[src/rtl/riscv_defines.sv]
// rtl/riscv_defines.sv - shared widths, load-type encodings and writeback FSM states
package riscv_defines;

    localparam int ADDR_WIDTH = 5;
    localparam int WORD_WIDTH = 32;

    localparam logic [2:0] LD_LB  = 3'b000;
    localparam logic [2:0] LD_LH  = 3'b001;
    localparam logic [2:0] LD_LW  = 3'b010;
    localparam logic [2:0] LD_LBU = 3'b100;
    localparam logic [2:0] LD_LHU = 3'b101;

    typedef enum logic {
        IDLE     = 1'b0,
        WAIT_MEM = 1'b1
    } wb_state_e;

endpackage

[src/rtl/load_formatter.sv]
// rtl/load_formatter.sv - combinational byte/halfword lane select and sign/zero extension
module load_formatter #(
    parameter int WORD_WIDTH = riscv_defines::WORD_WIDTH
) (
    input  logic [WORD_WIDTH-1:0] rdata,
    input  logic [2:0]            load_type,
    input  logic [1:0]            lsb,
    output logic [WORD_WIDTH-1:0] word
);
    import riscv_defines::*;

    logic [7:0]  byte_sel;
    logic [15:0] half_sel;

    // lsb[0] is deliberately ignored for halfwords: misaligned halves are not split
    assign byte_sel = rdata[{lsb, 3'b000} +: 8];
    assign half_sel = rdata[{lsb[1], 4'b0000} +: 16];

    // Extend the selected lane; anything not a byte/half type is a full-word load
    always_comb begin
        word = rdata;
        case (load_type)
            LD_LB:   word = {{(WORD_WIDTH-8){byte_sel[7]}}, byte_sel};
            LD_LBU:  word = {{(WORD_WIDTH-8){1'b0}}, byte_sel};
            LD_LH:   word = {{(WORD_WIDTH-16){half_sel[15]}}, half_sel};
            LD_LHU:  word = {{(WORD_WIDTH-16){1'b0}}, half_sel};
            default: word = rdata;
        endcase
    end

endmodule

[src/rtl/writeback_stage.sv]
// rtl/writeback_stage.sv - register writeback with load wait FSM; WB_FWD_EN adds bypass outputs
module writeback_stage #(
    parameter int ADDR_WIDTH = riscv_defines::ADDR_WIDTH,
    parameter int WORD_WIDTH = riscv_defines::WORD_WIDTH
) (
    input  logic                  clk,
    input  logic                  rst_i,
    input  logic                  ex_valid_i,
    output logic                  ex_ready_o,
    input  logic [ADDR_WIDTH-1:0] ex_rd_addr_i,
    input  logic [WORD_WIDTH-1:0] ex_result_i,
    input  logic                  ex_is_load_i,
    input  logic [2:0]            ex_load_type_i,
    input  logic [1:0]            ex_addr_lsb_i,
    input  logic                  mem_rvalid_i,
    input  logic [WORD_WIDTH-1:0] mem_rdata_i,
    output logic [ADDR_WIDTH-1:0] write_addr_o,
    output logic [WORD_WIDTH-1:0] write_data_o,
    output logic                  write_en_o
`ifdef WB_FWD_EN
    ,
    output logic                  fwd_valid_o,
    output logic [ADDR_WIDTH-1:0] fwd_addr_o,
    output logic [WORD_WIDTH-1:0] fwd_data_o
`endif
);
    import riscv_defines::*;

    wb_state_e             state;
    logic [ADDR_WIDTH-1:0] rd_q;
    logic [2:0]            type_q;
    logic [1:0]            lsb_q;
    logic [WORD_WIDTH-1:0] load_word;

    assign ex_ready_o = (state == IDLE);

    load_formatter #(
        .WORD_WIDTH(WORD_WIDTH)
    ) u_load_formatter (
        .rdata    (mem_rdata_i),
        .load_type(type_q),
        .lsb      (lsb_q),
        .word     (load_word)
    );

    // Accept/writeback FSM; address and data only move when a real write happens
    always_ff @(posedge clk) begin
        if (rst_i) begin
            state        <= IDLE;
            write_en_o   <= 1'b0;
            write_addr_o <= '0;
            write_data_o <= '0;
            rd_q         <= '0;
            type_q       <= LD_LW;
            lsb_q        <= 2'b00;
        end else begin
            write_en_o <= 1'b0;
            case (state)
                IDLE: begin
                    if (ex_valid_i) begin
                        rd_q   <= ex_rd_addr_i;
                        type_q <= ex_load_type_i;
                        lsb_q  <= ex_addr_lsb_i;
                        if (ex_is_load_i) begin
                            state <= WAIT_MEM;
                        end else if (ex_rd_addr_i != '0) begin
                            write_en_o   <= 1'b1;
                            write_addr_o <= ex_rd_addr_i;
                            write_data_o <= ex_result_i;
                        end
                    end
                end
                WAIT_MEM: begin
                    if (mem_rvalid_i) begin
                        state <= IDLE;
                        if (rd_q != '0) begin
                            write_en_o   <= 1'b1;
                            write_addr_o <= rd_q;
                            write_data_o <= load_word;
                        end
                    end
                end
                default: state <= IDLE;
            endcase
        end
    end

`ifdef WB_FWD_EN
    assign fwd_valid_o = write_en_o;
    assign fwd_addr_o  = write_addr_o;
    assign fwd_data_o  = write_data_o;
`endif

endmodule

[config.mk]
export PLATFORM = sky130hd
export DESIGN_NAME = writeback_stage
export DESIGN_NICKNAME = d
export VERILOG_FILES = /design/src/rtl/riscv_defines.sv /design/src/rtl/load_formatter.sv /design/src/rtl/writeback_stage.sv
export SDC_FILE = /design/constraint.sdc
export NUM_CORES = 1
export LEC_CHECK = 0
export CAP_MARGIN = 20
export CORE_ASPECT_RATIO = 2
export CORE_MARGIN = 4
export CORE_UTILIZATION = 35
export DETAILED_ROUTE_END_ITERATION = 7
export PLACE_DENSITY = 0.71
export SYNTH_ARGS = -nofsm -noshare
export SYNTH_HDL_FRONTEND = slang
export SYNTH_HIERARCHICAL = 1
export SYNTH_SLANG_ARGS = --single-unit
[constraint.sdc]
create_clock -name clk -period 6.5 [get_ports clk]
set_clock_uncertainty 0.1 [all_clocks]
set_input_delay 0.975 -clock clk [delete_from_list [all_inputs] [get_ports clk]]
set_output_delay 0.975 -clock clk [all_outputs]
set_load 0.05 [all_outputs]
# Word level (Yosys, flattened, before mapping)
# Index checks and enable logic that the tools add are counted.
dict set report totals {
  output_inout_bits 39
  inputBits 79
  regBits 49
}
dict set report classes {
  reduce_logical 5
  bitwise_logic 1
  muxes 23
  n_eq_ne 8
  shifts 2
}
# operator n
set op_table {}
lappend op_table {{32-bit two-way mux} 5}
lappend op_table {{32-bit case mux with 4 select lines} 1}
lappend op_table {{32-bit case mux with 2 select lines} 1}
lappend op_table {{32-bit by 6-bit variable part select with 16-bit output} 1}
lappend op_table {{32-bit by 6-bit variable part select with 8-bit output} 1}
lappend op_table {{5-bit two-way mux} 5}
lappend op_table {{5-bit case mux with 2 select lines} 1}
lappend op_table {{5-bit nonzero test} 2}
lappend op_table {{1-bit two-way mux} 8}
lappend op_table {{3-bit == test, second input constant} 2}
lappend op_table {{2-bit != test, second input constant} 3}
lappend op_table {{5-bit AND reduction} 1}
lappend op_table {{2-bit by 1-bit != test with 1-bit output, second input constant} 2}
lappend op_table {{1-bit case mux with 2 select lines} 2}
lappend op_table {{3-bit by 1-bit == test with 1-bit output, second input constant} 1}
lappend op_table {{3-bit zero test} 1}
lappend op_table {{2-bit AND reduction} 1}
lappend op_table {{1-bit inverter} 1}

# Longest topological paths before layout
# Gate-level depths: netlist of the first run.
dict set report depth {
  depth_word 5
  mapped_depth 9
  depth_no_buf 7
}

# By module
# The synthesis of the first run kept the hierarchy.
# mod cells_per_inst area_each_um2 instances
set modules_own_cells {}
lappend modules_own_cells {writeback_stage 259 2513.7 1}
lappend modules_own_cells {load_formatter 109 628.1 1}

# Worst setup path before layout of the first run
# Ideal clock, no wire load.
dict set report synth_path {
  path_kind {input to register}
  start {input mem_rdata_i[31]}
  end {register write_data_o[29]}
  path_buffers 1
  setup_time_ns 0.121
  stages 8
  t_arrival_ns 2.474
  path_slack_ns 3.805
  t_required_ns 6.279
  cell_sequence {mux4_2 > nor3b_4 > o21bai_4 > buf_6 > nand2_1 > mux2i_1 > nor2_1 > mux2_4}
}
dict set report synth_between {
  elab_chain_len 5
}
# element line_no
set synth_lines {}
lappend synth_lines {{from (decl)} writeback_stage.sv:16} ;# input logic [WORD_WIDTH-1:0] mem_rdata_i,
lappend synth_lines {{32-bit by 6-bit variable part select with 16-bit output or 32-bit by 6-bit variable part select with 8-bit output (tied branches)} {load_formatter.sv:17, load_formatter.sv:16}}
lappend synth_lines {{32-bit case mux with 4 select lines *} load_formatter.sv:22} ;# case (load_type)
lappend synth_lines {{net load_word[29]} writeback_stage.sv:33} ;# logic [WORD_WIDTH-1:0] load_word;
lappend synth_lines {{32-bit two-way mux *} writeback_stage.sv:76} ;# if (rd_q != '0) begin
lappend synth_lines {{32-bit two-way mux *} writeback_stage.sv:74} ;# if (mem_rvalid_i) begin
lappend synth_lines {{32-bit case mux with 2 select lines *} writeback_stage.sv:58} ;# case (state)
lappend synth_lines {{to (signal assigned)} writeback_stage.sv:69} ;# write_data_o <= ex_result_i;
lappend synth_lines {{to (signal assigned)} writeback_stage.sv:79} ;# write_data_o <= load_word;
lappend synth_lines {{to (decl)} writeback_stage.sv:18} ;# output logic [WORD_WIDTH-1:0] write_data_o,
# Mark *: on every way through the listed nets, which the timed path passes. The rest lies on a longest branch. The select of a mux whose other input is x is not followed.
# A chain may end at the register's enable or synchronous reset.

# Worst setup path in the final report of the first run
dict set report layout_path {
  start {input mem_rdata_i[23]}
  end {register write_data_o[29]}
}
dict set report layout_between {
  elab_chain_len 5
}
# element line_no
set layout_lines {}
lappend layout_lines {{32-bit by 6-bit variable part select with 8-bit output} load_formatter.sv:16} ;# assign byte_sel = rdata[{lsb, 3'b000} +: 8];
lappend layout_lines {{32-bit case mux with 4 select lines} load_formatter.sv:22}
lappend layout_lines {{net load_word[29]} writeback_stage.sv:33}
lappend layout_lines {{32-bit two-way mux} writeback_stage.sv:76}
lappend layout_lines {{32-bit two-way mux} writeback_stage.sv:74}
lappend layout_lines {{32-bit case mux with 2 select lines} writeback_stage.sv:58}
# The timed path passes the listed nets, and every way through them passes these cells. The select of a mux whose other input is x is not followed.

==> metrics.yaml, run 1 <==
placement:
  placedCellCount: 561
  hpwl_um: 7330
  port-buffer-count: 117
  gp_congestion: 0.879
worst_setup_path:
  path_class: "in2reg"
  worstSetupEndpointType: "register"
  critPathLaunchType: "input pin"
  cp.arrival_ps: 3200
  crit_required_ps: 6590
  rrSetupSlack_ps: 3880
  crit_path_max_fanout: 16
yosys:
  syn_nets: 447
  ys_seq_area_frac: 0.312
  synthesis.area_um2: 3140
  ys_types: 31
  synth_cells: 368
  synth-seq-cells: 49
  yosysWarningCount: 6
  synth_area_per_cell_um2: 8.54
floorplan:
  rows: 48
  ios: 118
  die_x_um: 75.0
  initial_core_util: 0.361
  die_area_um2: 10600
  die_h_um: 142
  core_area_um2: 8710
cts:
  cts_resized: 0
  holdBufCountCts: 0
  clkTransAtPathRegs_ps: 70
  cts_made_buffers: 5
  cts_setup_buffers: 0
  root_buffer: "clkbuf_16"
  cts_max_path_buffers: 2
  h-tree-depth: 2
  cts_tree: "yes"
  cts_sinks: 49
  clkLatencyLatePin_ps: 300
sta:
  clock.fmax_ghz: 0.321
  slew_violations: 0
  hold_violations: 0
  fin_crit_ps: 3110
  relSlewSlack: 0.440
  setup_violations: 0
  rsz0062_at_grt: "false"
  whs_ps: 376
  fin_crit_sh: 0.479
  setup_tns_ps: 0
  worstMarginPinSlew_ps: 840
min_path:
  min_path_type: "reg2reg"
detailed_routing:
  drc: 0
  viasPerCell: 5.14
  dr.pass1.iters: 5
  drt_wl_total_um: 9790
  antenna_left: 0
  wl_per_cell_um: 17.2
  drt_iter0_markers: 179
  dr_total_vias: 2924
pwr:
  p_leak_nw: 1.81
  p_int_mw: 0.674
  vdd_drop_max_mv: 0.124
  power_frac_seq: 0.350
  clkPwrFrac: 0.352
  net-switching-power_mw: 0.284
  powerDensity_nw_per_um2: 212
  switching_share: 0.296
  pwr-share-comb: 0.297
cells_and_area:
  finalNetCount: 547
  stdcell_count: 569
  antenna-diode-count: 0
  area_growth_pct: 44.0
  drive_above_1_share: 0.136
global_route:
  antenna_found_initial: 0
  grt_use_total: 0.187
  grt_max_degree: 87
  grt_remaining_overflow: 0
  grt_pass1_wl_um: 15100
  first_global_vias: 3057
run_status:
  status: "completed"
flow_run:
  drv_cap: 0
layout by cell type, fill, tap and decap left out:
cell             synthesis  routed
or2_2                    1       1
dfxtp_2                  0       1
inv_1                    2       2
mux2_2                  23      23
nand2_1                 65      65
nand2b_1                 1       1
mux2_4                  19      19
o211ai_1                 2       2
buf_2                    8       1
nor3b_4                  1       1
a21oi_1                 15      15
nor2_1                  45      45
nor2b_1                 43      43
nand2_2                  2       2
a31oi_1                  1       1
o21ai_0                  9       9
o211ai_2                 1       1
a22oi_1                  8       8
clkdlybuf4s50_1          0     116
buf_4                    0       4
dfxtp_1                 49      48
o311ai_0                 1       1
nor3_1                   1       1
o32ai_1                  1       1
mux4_2                   1       1
bufinv_16                0       2
clkbuf_16                0       5
o21bai_1                 1       1
o21bai_4                 1       1
clkinv_2                 0       1
nand3_1                  1       1
o31ai_4                  0       1
or4_1                    2       2
mux2i_1                 41      41
nand3b_1                 2       2
registers in the layout, summed over array words and instances (netlist names):
| signal | flops |
|---|---|
| state | 1 |
| lsb_q | 2 |
| write_data_o | 32 |
| write_en_o | 1 |
| type_q | 3 |
| write_addr_o | 5 |
| rd_q | 5 |
worst paths after layout:
path	depth (start not counted)	from	to
worst max-delay path	8	mem_rdata_i[23]	write_data_o[29]
worst min-delay path	2	rd_q[2]	rd_q[2]
worst min register to register	2	rd_q[2]	rd_q[2]
worst max register to register	7	lsb_q[1]	write_data_o[29]
power groups by stage:
stage | registers (mW) | clock network, mW | logic [mW]
finish | 0.336 | 0.338 | 0.285
global route | 0.338 | 0.354 | 0.304
CTS | 0.336 | 0.345 | 0.286
detailed placement | 0.342 | 0 | 0.284
global placement | 0.342 | 0 | 0.281
floorplan | 0.393 | 0 | 0.126
critical path, stage by stage:
cell and delay, ps:
clkdlybuf4s50_1 460, mux4_2 560, nor3b_4 190, o21bai_4 400, nand2_1 140, mux2i_1 150
nor2_1 50, mux2_4 280
metal layers:
layer  track usage  up-vias  wire length, µm
met5             0        -                0
met2         0.340       97             5320
met4        0.0947        0              352
met1         0.197     1367             3620
met3        0.0304       24              496
li1              -     1436                -
Yosys cell counts:
cell type | count | area share
o31ai_1 | 1 | 0.0024
o32ai_1 | 1 | 0.0028
dfxtp_1 | 49 | 0.31
nand3_1 | 1 | 0.0016
a22oi_1 | 8 | 0.019
nand2_1 | 65 | 0.078
o21ai_0 | 9 | 0.014
nand2b_1 | 1 | 0.0020
a21oi_1 | 15 | 0.024
buf_6 | 4 | 0.014
nand3b_1 | 2 | 0.0048
o211ai_2 | 1 | 0.0040
o21bai_4 | 1 | 0.0060
or4_1 | 2 | 0.0048
clkbuf_1 | 16 | 0.019
o311ai_0 | 1 | 0.0028
a31oi_1 | 1 | 0.0020
mux2_2 | 23 | 0.082
or2_2 | 1 | 0.0020
nor2b_1 | 43 | 0.086
mux2i_1 | 41 | 0.13
mux4_2 | 1 | 0.0072
nand2_2 | 2 | 0.0040
buf_2 | 8 | 0.013
nor3b_4 | 1 | 0.0060
o21bai_1 | 1 | 0.0024
o211ai_1 | 2 | 0.0048
mux2_4 | 19 | 0.091
nor2_1 | 45 | 0.054
inv_1 | 2 | 0.0024
nor3_1 | 1 | 0.0016
logic make-up after synthesis:
| group | count (synthesis) | share of synthesized area |
|---|---|---|
| DFF | 49 | 0.312 |
| and+or+nand+nor | 164 | 0.244 |
| muxes | 84 | 0.311 |
| AOI/OAI and AO/OA | 41 | 0.0844 |
| buffers and inverters | 30 | 0.0486 |
stage by stage:
stage               instance area [µm²]  total power, mW  worst slack, ps   util
floorplan                          3140            0.518             3800      -
detailed placement                 4330            0.627             3070  0.498
global route                       4520            0.996             3220  0.519
global placement                   4330            0.623             3110  0.498
CTS                                4520            0.967             3380  0.519
finish                             4520            0.958             3390  0.519
area by class of cell:
cell class,instances,area [µm²]
clock buffer,5,125
clock inverter,3,65.1
fill,818,4190
inverter,2,7.51
multi-input combinational,289,2020
sequential,49,982
tap,100,125
timing repair buffer,121,1200
No activity file was read; power rests on OpenSTA's default activity.
==> run 2: changes to the inputs <==
- PLACE_DENSITY: 0.71 -> 0.73
- clock period: 6.5 -> 2.56 ns (I/O delays scaled with it)
==> metrics.yaml, run 2 (synthesized netlist as in run 1, its figures left out) <==
placement:
  gp_congestion: 0.866  # -1.5%
  port-buffer-count: 117  # unchanged
  placedCellCount: 572  # +2.0%
  hpwl_um: 7880  # +7.5%
global_route:
  grt_pass1_wl_um: 15600  # +3.6%
  grt_use_total: 0.194  # +0.00721
  antenna_found_initial: 0  # unchanged
  first_global_vias: 3165  # +3.5%
  grt_remaining_overflow: 0  # unchanged
  grt_max_degree: 87  # unchanged
cts:
  clkLatencyLatePin_ps: 290  # about the same
  clkTransAtPathRegs_ps: 60  # about the same
  cts_made_buffers: 5  # unchanged
  h-tree-depth: 2  # unchanged
  cts_max_path_buffers: 2  # unchanged
  cts_tree: "yes"
  cts_resized: 0  # unchanged
  holdBufCountCts: 0  # unchanged
  cts_setup_buffers: 0  # unchanged
  root_buffer: "clkbuf_16"
  cts_sinks: 49  # unchanged
worst_setup_path:
  r2r-start: "lsb_q[0]"
  crit_required_ps: 2640  # -3950 ps
  cp-startpoint: "mem_rdata_i[15]"
  r2r-end: "write_data_o[17]"
  r2r.worst_path.cells: 8  # +1
  path_class: "in2reg"
  crit_path_end: "write_data_o[17]"
  cp.arrival_ps: 2400  # -800 ps
  rrSetupSlack_ps: 370  # -3510 ps
  crit_path_max_fanout: 16  # unchanged
  critPathLaunchType: "input pin"
  worstSetupEndpointType: "register"
sta:
  worstMarginPinSlew_ps: 656  # -184 ps
  fin_crit_sh: 0.904
  slew_violations: 0  # unchanged
  setup_tns_ps: 0  # unchanged
  setup_violations: 0  # unchanged
  clock.fmax_ghz: 0.432
  fin_crit_ps: 2310
  hold_violations: 0  # unchanged
  whs_ps: 369  # -7.38 ps
  relSlewSlack: 0.562  # +0.122
  rsz0062_at_grt: "false"
cells_and_area:
  top_regs: "write_data_o: 32 flops, rd_q: 5 flops, write_addr_o: 5 flops"
  multi_input_area_um2: 2020  # unchanged
  stdcell_count: 579  # +1.8%
  regMostFlops: "write_data_o"
  regArea_um2: 982  # unchanged
  final_common_cell: "clkdlybuf4s50_1"
  antenna-diode-count: 0  # unchanged
  area_growth_pct: 46.7
  fillers: 801  # -2.1%
  drive_above_1_share: 0.152  # +0.0159
  largest_register_ffs: 32  # unchanged
  finalNetCount: 558  # +2.0%
  utilization: 0.529  # +0.00977
  final_cell_mix: "clkdlybuf4s50_1 (116), nand2_1 (65), dfxtp_1 (48), nor2_1 (45), nor2b_1 (43)"
run_status:
  status: "completed"
floorplan:
  initial_core_util: 0.361  # unchanged
  rows: 48  # unchanged
  ios: 118  # unchanged
  die_h_um: 142  # unchanged
  die_x_um: 75.0  # unchanged
  core_area_um2: 8710  # unchanged
  die_area_um2: 10600  # unchanged
detailed_routing:
  wl_per_cell_um: 17.6  # +2.5%
  antenna_left: 0  # unchanged
  drc: 0  # unchanged
  dr_total_vias: 3002  # +2.7%
  dr.pass1.iters: 4  # -1
  drt_iter0_markers: 134  # -25%
  drt_wl_total_um: 10200  # +4.3%
  viasPerCell: 5.18  # +0.89%
pwr:
  powerDensity_nw_per_um2: 495  # +130%
  vdd_drop_max_mv: 0.340  # +170%
  p_leak_nw: 1.86  # +2.8%
flow_run:
  drv_cap: 0  # unchanged
min_path:
  min_path_type: "reg2reg"
## run 2: area by class of cell
cell class	count	share of cell area
Clock buffer	7	0.0310
Multi-Input combinational cell	289	0.439
Timing Repair Buffer	132	0.288
Inverter	2	0.00163
Sequential cell	49	0.213
Tap cell	100	0.0272
## run 2: worst min path at each step
stage	from	to	depth (start not counted)	slack, ps
2_1_floorplan	rd_q[3]	rd_q[3]	2	340
3_3_place_gp	rd_q[3]	rd_q[3]	2	350
3_5_place_dp	rd_q[3]	rd_q[3]	2	360
4_1_cts	rd_q[3]	rd_q[3]	2	370
5_1_grt	rd_q[1]	rd_q[1]	2	410
6_report	rd_q[3]	rd_q[3]	2	370
## run 2: routing by layer
metal | vias to the layer above | GRT usage | share of wire
met3 | 16 | 0.0262 | 0.064
met5 | - | 0 | 0
li1 | 1459 | - | -
met1 | 1413 | 0.197 | 0.35
met2 | 114 | 0.370 | 0.56
met4 | 0 | 0.0863 | 0.025
## run 2: worst max-delay path, stage by stage
cell and delay [ps]:
clkdlybuf4s50_1 440, mux4_2 500, nor3b_4 180, o21bai_4 170, buf_12 160, nand2_1 90, mux2i_1 150, nor2_1 50
mux2_2 260
## run 2: power by group
group	switching [mW]	internal [mW]	leakage [nW]	total [mW]
clock network	0.283	0.384	0.0700	0.668
logic	0.401	0.365	1.39	0.766
registers	0.0312	0.814	0.402	0.846
total	0.716	1.56	1.86	2.28
## run 2: metrics by stage
stage	setup slack [ps]	power [mW]	area [µm²]
2_1_floorplan	455	1.32	3140
3_3_place_gp	-9.01	1.62	4470
3_5_place_dp	-59.6	1.63	4470
4_1_cts	250	2.30	4610
5_1_grt	182	2.38	4610
6_report	245	2.28	4610
==> run 3: changes to the inputs <==
- CORE_MARGIN: 4 -> 5
- clock period: 2.56 -> 1.9 ns (I/O delays scaled with it)
==> metrics.yaml, run 3 (synthesized netlist as in run 1, its figures left out) <==
run_status:
  status: "finished with violations"
  violations: "setup timing"
worst_setup_path:
  critPathLaunchType: "register"
  crit_required_ps: 1980  # -660 ps
  worstSetupEndpointType: "register"
  crit_path_max_fanout: 16  # unchanged
  path_class: "reg2reg"
  cp.arrival_ps: 2170  # -230 ps
detailed_routing:
  wl_per_cell_um: 17.2  # -2.6%
  dr_total_vias: 3119  # +3.9%
  drc: 0  # unchanged
  viasPerCell: 5.10  # -1.5%
  drt_iter0_markers: 132  # -1.5%
  dr.pass1.iters: 6  # +2
  antenna_left: 0  # unchanged
  drt_wl_total_um: 10500  # +2.8%
cells_and_area:
  final_cell_mix: "clkdlybuf4s50_1 (99), nand2_1 (64), dfxtp_1 (44), nor2_1 (43)"
  top_regs: "write_data_o: 32 flops, rd_q: 5 flops, write_addr_o: 5 flops"
  final_common_cell: "clkdlybuf4s50_1"
  drive_above_1_share: 0.261  # +0.109
  fillers: 776  # -3.1%
  regMostFlops: "write_data_o"
  finalNetCount: 587  # +5.2%
  largest_register_ffs: 32  # unchanged
  area_growth_pct: 59.2
  antenna-diode-count: 0  # unchanged
  utilization: 0.563  # +0.0335
global_route:
  use_met2: 0.338  # -0.0314
  grt_remaining_overflow: 0  # unchanged
  antenna_found_initial: 0  # unchanged
  grtUsageMet1: 0.184  # -0.0137
  first_global_vias: 3200  # +1.1%
  globalRouteMet3Util: 0.0299  # +0.00376
  top_usage_layer: "met2"
  grt_max_degree: 87  # unchanged
  grt_pass1_wl_um: 15900  # +1.5%
  grt_use_total: 0.180  # -0.0142
cts:
  cts_max_path_buffers: 2  # unchanged
  clkLatencyLatePin_ps: 290  # about the same
  h-tree-depth: 2  # unchanged
  cts_made_buffers: 5  # unchanged
  clkTransAtPathRegs_ps: 70  # about the same
  cts_sinks: 49  # unchanged
  cts_tree: "yes"
  root_buffer: "clkbuf_16"
floorplan:
  die_h_um: 144  # +1.4%
  core_area_um2: 8890  # +2.1%
  ios: 118  # unchanged
  die_x_um: 77.0  # +2.7%
  rows: 49  # +2.1%
  initial_core_util: 0.353  # -0.00736
  die_area_um2: 11100  # +4.1%
pwr:
  power_mw: 3.19  # +40%
  vdd_drop_max_mv: 0.433  # +27%
  p_leak_nw: 2.08  # +12%
  powerDensity_nw_per_um2: 637  # +29%
sta:
  slew_violations: 0  # unchanged
  hold_violations: 0  # unchanged
  fin_crit_sh: 1.10
  setup_violations: 38  # +38
  fin_crit_ps: 2090
  relSlewSlack: 0.654  # +0.0927
  clock.fmax_ghz: 0.478
  rsz0062_at_grt: "true"
  fin_ws_ps: -192  # -437 ps
  worstMarginPinSlew_ps: 517  # -139 ps
placement:
  gp_congestion: 0.870  # +0.49%
  port-buffer-count: 117  # unchanged
  hpwl_um: 7810  # -0.85%
min_path:
  min_path_type: "reg2reg"
flow_run:
  drv_cap: 0  # unchanged
==> run 3: changes by cell type in the layout (fill, tap and decap cells not counted), sizes merged <==
cell,delta
buf,+42
clkinv,+2
inv,-1
clkbuf,-2
dlygate4sd2,+4
clkdlybuf4s50,-17
clkinvlp,+2
==> run 3: worst paths after layout <==
check,from,to,slack (ps),cells past startpoint
min reg2reg,lsb_q[1],lsb_q[1],380,2
min,lsb_q[1],lsb_q[1],380,2
max reg2reg,lsb_q[0],write_data_o[24],-190,8
max,lsb_q[0],write_data_o[24],-190,8
==> run 3: layout make-up <==
type / count / area [µm²] / area share
Tap cell: 102 / 128 / 0.0255
Timing Repair Buffer: 161 / 1630 / 0.325
Clock buffer: 5 / 125 / 0.0250
Sequential cell: 49 / 987 / 0.197
Clock inverter: 3 / 17.5 / 0.00350
Multi-Input combinational cell: 289 / 2110 / 0.421
Inverter: 2 / 11.3 / 0.00225
==> run 3: where the power goes <==
part | switching, mW | internal [mW] | total [mW]
clock network | 0.405 | 0.484 | 0.889
logic | 0.572 | 0.582 | 1.15
registers | 0.0451 | 1.10 | 1.14
==> run 3: what timing repair did <==
item,CTS,global route
pin swaps,9,10
gates resized for setup,32,11
setup buffers,2,1
endpoints found under the hold margin,0,0
setup endpoints to repair,37,38
hold buffers,0,0
gates cloned,3,0
==> run 3: worst max-delay path: stages, from the launching register on <==
cell and delay [ps]:
dfxtp_2 350, mux4_2 530, nor3b_4 180, o21bai_4 140
buf_12 160, nand2_1 60, mux2i_1 140, nor2_1 60
mux2_4 270
==> run 3: layer usage <==
layer  vias to the layer above  routed length (µm)
li1                       1517                   -
met1                      1437                3770
met2                       131                5630
met3                        34                 534
met4                         0                 561
met5                         -                   0
==> run 3: stage by stage <==
stage / hold slack [ps] / cell area [µm²] / std cells / worst slack, ps / TNS (ps)
6_report: 385 / 5000 / 611 / -192 / -4530
2_1_floorplan: 309 / 3150 / 368 / -153 / -1620
4_1_cts: 380 / 4950 / 610 / -218 / -5030
5_1_grt: 408 / 5000 / 611 / -304 / -7070
3_3_place_gp: 354 / 4630 / 597 / -513 / -15850
3_5_place_dp: 366 / 4630 / 597 / -560 / -17040
